$ cat src/rtl/keypad_scan_ctrl.sv
`default_nettype none
// ============================================================================
// Module  : keypad_scan_ctrl
// Purpose : 4x4 keypad row scanner with press/release debounce; each accepted
//           key is shifted into a two-digit hex display register.
// Revision: 1.0 - initial release
// ============================================================================
module keypad_scan_ctrl #(
    parameter int SCAN_DIV     = 12000,
    parameter int DEBOUNCE_CNT = 960000
) (
    input  logic       clk,
    input  logic       reset,
    input  logic [3:0] columns,
    output logic [3:0] rows,
    output logic       key_valid,
    output logic [3:0] key_code,
    output logic [3:0] digit_new,
    output logic [3:0] digit_old
);

    localparam int DW = $clog2(SCAN_DIV);
    localparam int BW = $clog2(DEBOUNCE_CNT);
    localparam logic [DW-1:0] DWELL_LAST = DW'(SCAN_DIV - 1);
    localparam logic [BW-1:0] DEB_LAST   = BW'(DEBOUNCE_CNT - 1);

    localparam logic [1:0] ST_SCAN       = 2'd0;
    localparam logic [1:0] ST_DEBOUNCE   = 2'd1;
    localparam logic [1:0] ST_HELD       = 2'd2;
    localparam logic [1:0] ST_RELEASE_DB = 2'd3;

    logic [3:0]    col_meta_q, col_s_q;
    logic [1:0]    state_q, state_d;
    logic [1:0]    row_idx_q, row_idx_d;
    logic [1:0]    col_idx_q, col_idx_d;
    logic [DW-1:0] dwell_q, dwell_d;
    logic [BW-1:0] deb_q, deb_d;
    logic          key_valid_q, key_valid_d;
    logic [3:0]    key_code_q, key_code_d;
    logic [3:0]    digit_new_q, digit_new_d;
    logic [3:0]    digit_old_q, digit_old_d;

    logic [3:0]    w_col_low;
    logic          w_one_low;
    logic [1:0]    w_low_idx;
    logic          w_col_bit;
    logic          w_dwell_end;
    logic          w_deb_end;
    logic          w_advance;
    logic          w_accept;
    logic [3:0]    w_code;

    function automatic logic [3:0] key_map(input logic [1:0] r, input logic [1:0] c);
        logic [15:0] row_codes;
        case (r)
            2'd0:    row_codes = 16'hA321;
            2'd1:    row_codes = 16'hB654;
            2'd2:    row_codes = 16'hC987;
            default: row_codes = 16'hDF0E;
        endcase
        return row_codes[{c, 2'b00} +: 4];
    endfunction

    // A row is only accepted when exactly one column is pulled low.
    assign w_col_low   = ~col_s_q;
    assign w_one_low   = (w_col_low != 4'b0000) && ((w_col_low & (w_col_low - 4'd1)) == 4'b0000);
    assign w_col_bit   = col_s_q[col_idx_q];
    assign w_dwell_end = (dwell_q == DWELL_LAST);
    assign w_deb_end   = (deb_q == DEB_LAST);
    assign w_code      = key_map(row_idx_q, col_idx_q);

    always_comb begin
        w_low_idx = 2'd0;
        for (int i = 3; i >= 0; i--) begin
            if (w_col_low[i]) begin
                w_low_idx = 2'(i);
            end
        end
    end

    // State register and datapath registers
    always_ff @(posedge clk) begin
        if (reset) begin
            col_meta_q  <= 4'b1111;
            col_s_q     <= 4'b1111;
            state_q     <= ST_SCAN;
            row_idx_q   <= 2'd0;
            col_idx_q   <= 2'd0;
            dwell_q     <= '0;
            deb_q       <= '0;
            key_valid_q <= 1'b0;
            key_code_q  <= 4'h0;
            digit_new_q <= 4'h0;
            digit_old_q <= 4'h0;
        end else begin
            col_meta_q  <= columns;
            col_s_q     <= col_meta_q;
            state_q     <= state_d;
            row_idx_q   <= row_idx_d;
            col_idx_q   <= col_idx_d;
            dwell_q     <= dwell_d;
            deb_q       <= deb_d;
            key_valid_q <= key_valid_d;
            key_code_q  <= key_code_d;
            digit_new_q <= digit_new_d;
            digit_old_q <= digit_old_d;
        end
    end

    // Next-state logic
    always_comb begin
        state_d = state_q;
        case (state_q)
            ST_SCAN: begin
                if (w_dwell_end && w_one_low) begin
                    state_d = ST_DEBOUNCE;
                end
            end
            ST_DEBOUNCE: begin
                if (w_col_bit) begin
                    state_d = ST_SCAN;
                end else if (w_deb_end) begin
                    state_d = ST_HELD;
                end
            end
            ST_HELD: begin
                if (w_col_bit) begin
                    state_d = ST_RELEASE_DB;
                end
            end
            ST_RELEASE_DB: begin
                if (!w_col_bit) begin
                    state_d = ST_HELD;
                end else if (w_deb_end) begin
                    state_d = ST_SCAN;
                end
            end
            default: state_d = ST_SCAN;
        endcase
    end

    // Datapath and output logic, driven by the transition being taken
    always_comb begin
        w_advance = ((state_q == ST_SCAN) && w_dwell_end && !w_one_low)
                 || ((state_q != ST_SCAN) && (state_d == ST_SCAN));
        w_accept  = (state_q == ST_DEBOUNCE) && (state_d == ST_HELD);

        row_idx_d = w_advance ? (row_idx_q + 2'd1) : row_idx_q;
        col_idx_d = ((state_q == ST_SCAN) && (state_d == ST_DEBOUNCE)) ? w_low_idx : col_idx_q;

        dwell_d = dwell_q;
        if (state_d == ST_SCAN) begin
            dwell_d = ((state_q != ST_SCAN) || w_dwell_end) ? '0 : (dwell_q + DW'(1));
        end

        // Every entry into a debounce state starts the count from zero.
        deb_d = deb_q;
        if (state_d != state_q) begin
            deb_d = '0;
        end else if ((state_q == ST_DEBOUNCE) || (state_q == ST_RELEASE_DB)) begin
            deb_d = deb_q + BW'(1);
        end

        key_valid_d = w_accept;
        key_code_d  = w_accept ? w_code : key_code_q;
        digit_new_d = w_accept ? w_code : digit_new_q;
        digit_old_d = w_accept ? digit_new_q : digit_old_q;

        rows      = ~(4'b0001 << row_idx_q);
        key_valid = key_valid_q;
        key_code  = key_code_q;
        digit_new = digit_new_q;
        digit_old = digit_old_q;
    end

endmodule
`default_nettype wire

$ cat config.mk
export PLATFORM = sky130hd
export DESIGN_NAME = keypad_scan_ctrl
export DESIGN_NICKNAME = d
export VERILOG_FILES = /design/src/rtl/keypad_scan_ctrl.sv
export SDC_FILE = /design/constraint.sdc
export NUM_CORES = 1
export LEC_CHECK = 0
export BUFFER_PORTS_ARGS = -buffer_cell sky130_fd_sc_hd__buf_2
export CORE_ASPECT_RATIO = 1.4
export CORE_UTILIZATION = 50
export CTS_BUF_LIST = sky130_fd_sc_hd__clkbuf_8
export CTS_CLUSTER_SIZE = 24
export DETAILED_ROUTE_END_ITERATION = 16
export PLACE_DENSITY = 0.65
export SETUP_SLACK_MARGIN = 0.5
export SKIP_CTS_REPAIR_TIMING = 1
export SYNTH_ARGS = -nofsm -noshare
export SYNTH_HDL_FRONTEND = slang
export SYNTH_SLANG_ARGS = --single-unit
$ cat constraint.sdc
create_clock -name clk -period 3 [get_ports clk]
set_input_delay 0.6 -clock clk [delete_from_list [all_inputs] [get_ports clk]]
set_output_delay 0.6 -clock clk [all_outputs]
set_load 0.1 [all_outputs]
==> out/metrics.yaml <==
power_frac_comb_pct: 2.3
clk_pin_slew_ps: 70
pwr-share-seq_pct: 46.6
initial_core_util_pct: 51.8
vias: 2352
clkSinkCount: 57
swShare_pct: 20.7
dr.pass1.iters: 4
yosysWarnings: 0
power_switching_uw: 345
numCtsBuffers: 9
synth-edff-count: 0
syn_area_um2: 2840
postLayoutCellArea_um2: 3190
syn-num-nets: 341
placed_cell_area_um2: 2940
synth_area_leaders: "dfxtp_1 (40%), xnor2_1 (4.6%), nor3_1 (4.6%)"
io_pins: 23
pwr-share-clk_pct: 51.1
syn_inst: 327
start_kind: "flip-flop"
grt_pass1_vias: 2156
dieArea_um2: 5990
required_ps: 2400
intPower_uw: 1320
fp.dieW_um: 65.7
rsz0062_at_grt: "false"
core_area_um2: 5490
power_density_nw_per_um2: 521
drc_errors: 0
dp.cells: 398
die_h_um: 91.2
port_buffers: 22
ys_types: 51
instances_no_fill: 415
synth_area_leader_cell: "dfxtp_1"
area_growth_pct: 12.3
antenna_cells: 0
period_share_pct: 76.2
utilization_pct: 58.2
grt_overflow: 0
whs_path_depth: 1
async_reset_ff_share_pct: 0
maxCapViolations: 0
wire_per_inst_um: 13.5
fillers: 522
tightest_slew_ps: 763
hold_ws_ps: 411
place_hpwl_mm: 3.79
grt_start_max_net_pins: 25
cts_tree: "built"
r2r_cells: 6
clock_skew_ps: 8.94
ys_seq_area_share_pct: 40.2
path_class: "reg2out"
vdd_drop_max_mv: 0.308
grt_pass1_wl_mm: 9.70
fin_crit_ps: 2280
slew_headroom_pct: 49.1
place_congestion: 0.768
synth_top_area_share_pct: 40.2
setup_tns_ps: 0
viasPerCell: 5.67
arrival_ps: 1680
drive_above_1_share_pct: 16.1
power_leakage_uw: 0.00123
multi_input_area_um2: 1540
end_kind: "output port"
drtIter0Drc: 81
final-hold-violation-count: 0
grt_antenna_before_repair: 0
drtAntennaViolNets: 0
drt_wl_total_mm: 5.60
syn_avg_cell_area_um2: 8.69
num-nets-final: 356
status: "finished clean"
rows: 32
clk_path_buf_depth: 2
grtUsageTotal_pct: 21.1
finalMaxSlewViolations: 0
regArea_um2: 1140
worst_skew_pair.late_latency_ps: 340
htreeDepth: 3
holdCritPathClass: "reg2reg"
fmax_ghz: 0.438
cts-root-buf: "clkbuf_8"
synth_flop_cell: "dfxtp_1"
critical_path_peak_fanout: 8
ys_ff_latch: 57
setup_viol: 0
## state kept, by name, summed over array words and instances (netlist names), 2 cells and up
| signal | flops |
|---|---|
| deb_q | 20 |
| dwell_q | 14 |
| col_meta_q | 4 |
| col_s_q | 4 |
| digit_new | 4 |
| digit_old | 4 |
| col_idx_q | 2 |
| row_idx_q | 2 |
| state_q | 2 |
## kinds of logic after synthesis
kind of cell               after synthesis  synth area share, %
DFF                                     57                 40.2
adders and majority gates                8                 3.52
and+or+nand+nor                        136                 26.8
muxes                                   13                 5.06
AOI/OAI and AO/OA                       55                 11.9
buffers and inverters                   36                 5.77
xor gates and xnor gates                22                 6.78
## cells in the final DEF, fill, tap and decap left out, drive strengths merged, types with 2 or more instances in the layout
cell type,count
nand4bb,2
nand4,9
nor2,24
xnor2,15
and3,6
nor3,26
o21ai,8
bufinv,2
nor3b,2
ha,8
nor4,3
o31ai,10
inv,15
clkbuf,12
or3,2
or2,9
xor2,7
a21oi,24
o211ai,2
or3b,3
and4,2
or4,10
dfxtp,57
clkinv,2
nand3,12
a31oi,2
nor4b,2
buf,25
mux2i,11
nand2,18
## per-stage QoR
stage / worst slack [ps] / power, uW
3_3_place_gp: 664 / 829
5_1_grt: 564 / 1720
2_1_floorplan: 976 / 819
6_report: 715 / 1660
4_1_cts: 602 / 1670
3_5_place_dp: 617 / 830
## area by class of cell
class | count | share of cell area (%)
clock inverters | 4 | 2.31
repair buffers | 25 | 4.16
inverters | 15 | 1.76
clock buffers | 12 | 5.18
well taps | 68 | 2.67
flip-flops and latches | 57 | 35.8
multi-input cells | 234 | 48.2
## Yosys cell counts, types with 2 or more instances
master     instances
nand4bb_1          2
nor3_1            26
nand3_1           12
and3_1             6
o31ai_1           10
o21ai_0            8
or4_1             10
nor4_1             2
a31oi_1            2
dfxtp_1           57
buf_4              5
or3_1              2
clkbuf_1          12
buf_2              2
nand2_1           18
or2_2              8
and4_1             2
inv_1             15
a21oi_1           24
nor4b_1            2
o211ai_1           2
ha_1               8
xnor2_1           15
nor3b_1            2
nand4_1            9
nor2_1            24
or3b_2             2
mux2i_1           11
xor2_1             7
## worst max-delay path, cell delays in order (launching register included)
cell and delay, ps:
dfxtp_1 480, inv_1 130, ha_1 260, inv_1 60, buf_2 410
## routing by layer
metal	track usage (%)	wire length, um
met3	4.90	206
met5	0	0
met4	10.9	136
met1	24.4	2460
met2	35.2	2800
## final timing paths
| path | from | endpoint | slack [ps] |
|---|---|---|---|
| worst min-delay path | col_meta_q[2]$_SDFF_PP1_ | col_s_q[2]$_SDFF_PP1_ | 410 |
| worst max-delay path | row_idx_q[0]$_SDFFE_PP0P_ | rows[2] | 720 |
| worst min register to register | col_meta_q[2]$_SDFF_PP1_ | col_s_q[2]$_SDFF_PP1_ | 410 |
| worst max register to register | dwell_q[0]$_SDFFE_PP0N_ | dwell_q[9]$_SDFFE_PP0N_ | 790 |
## power groups by stage
stage	clock (uW)	combinational (uW)	sequential [uW]
detailed placement	0	38.6	791
global placement	0	37.9	791
floorplan	0	30.7	789
CTS	859	38.7	774
global route	897	43.2	775
finish	848	38.4	774
(Power assumes the default switching activity.)
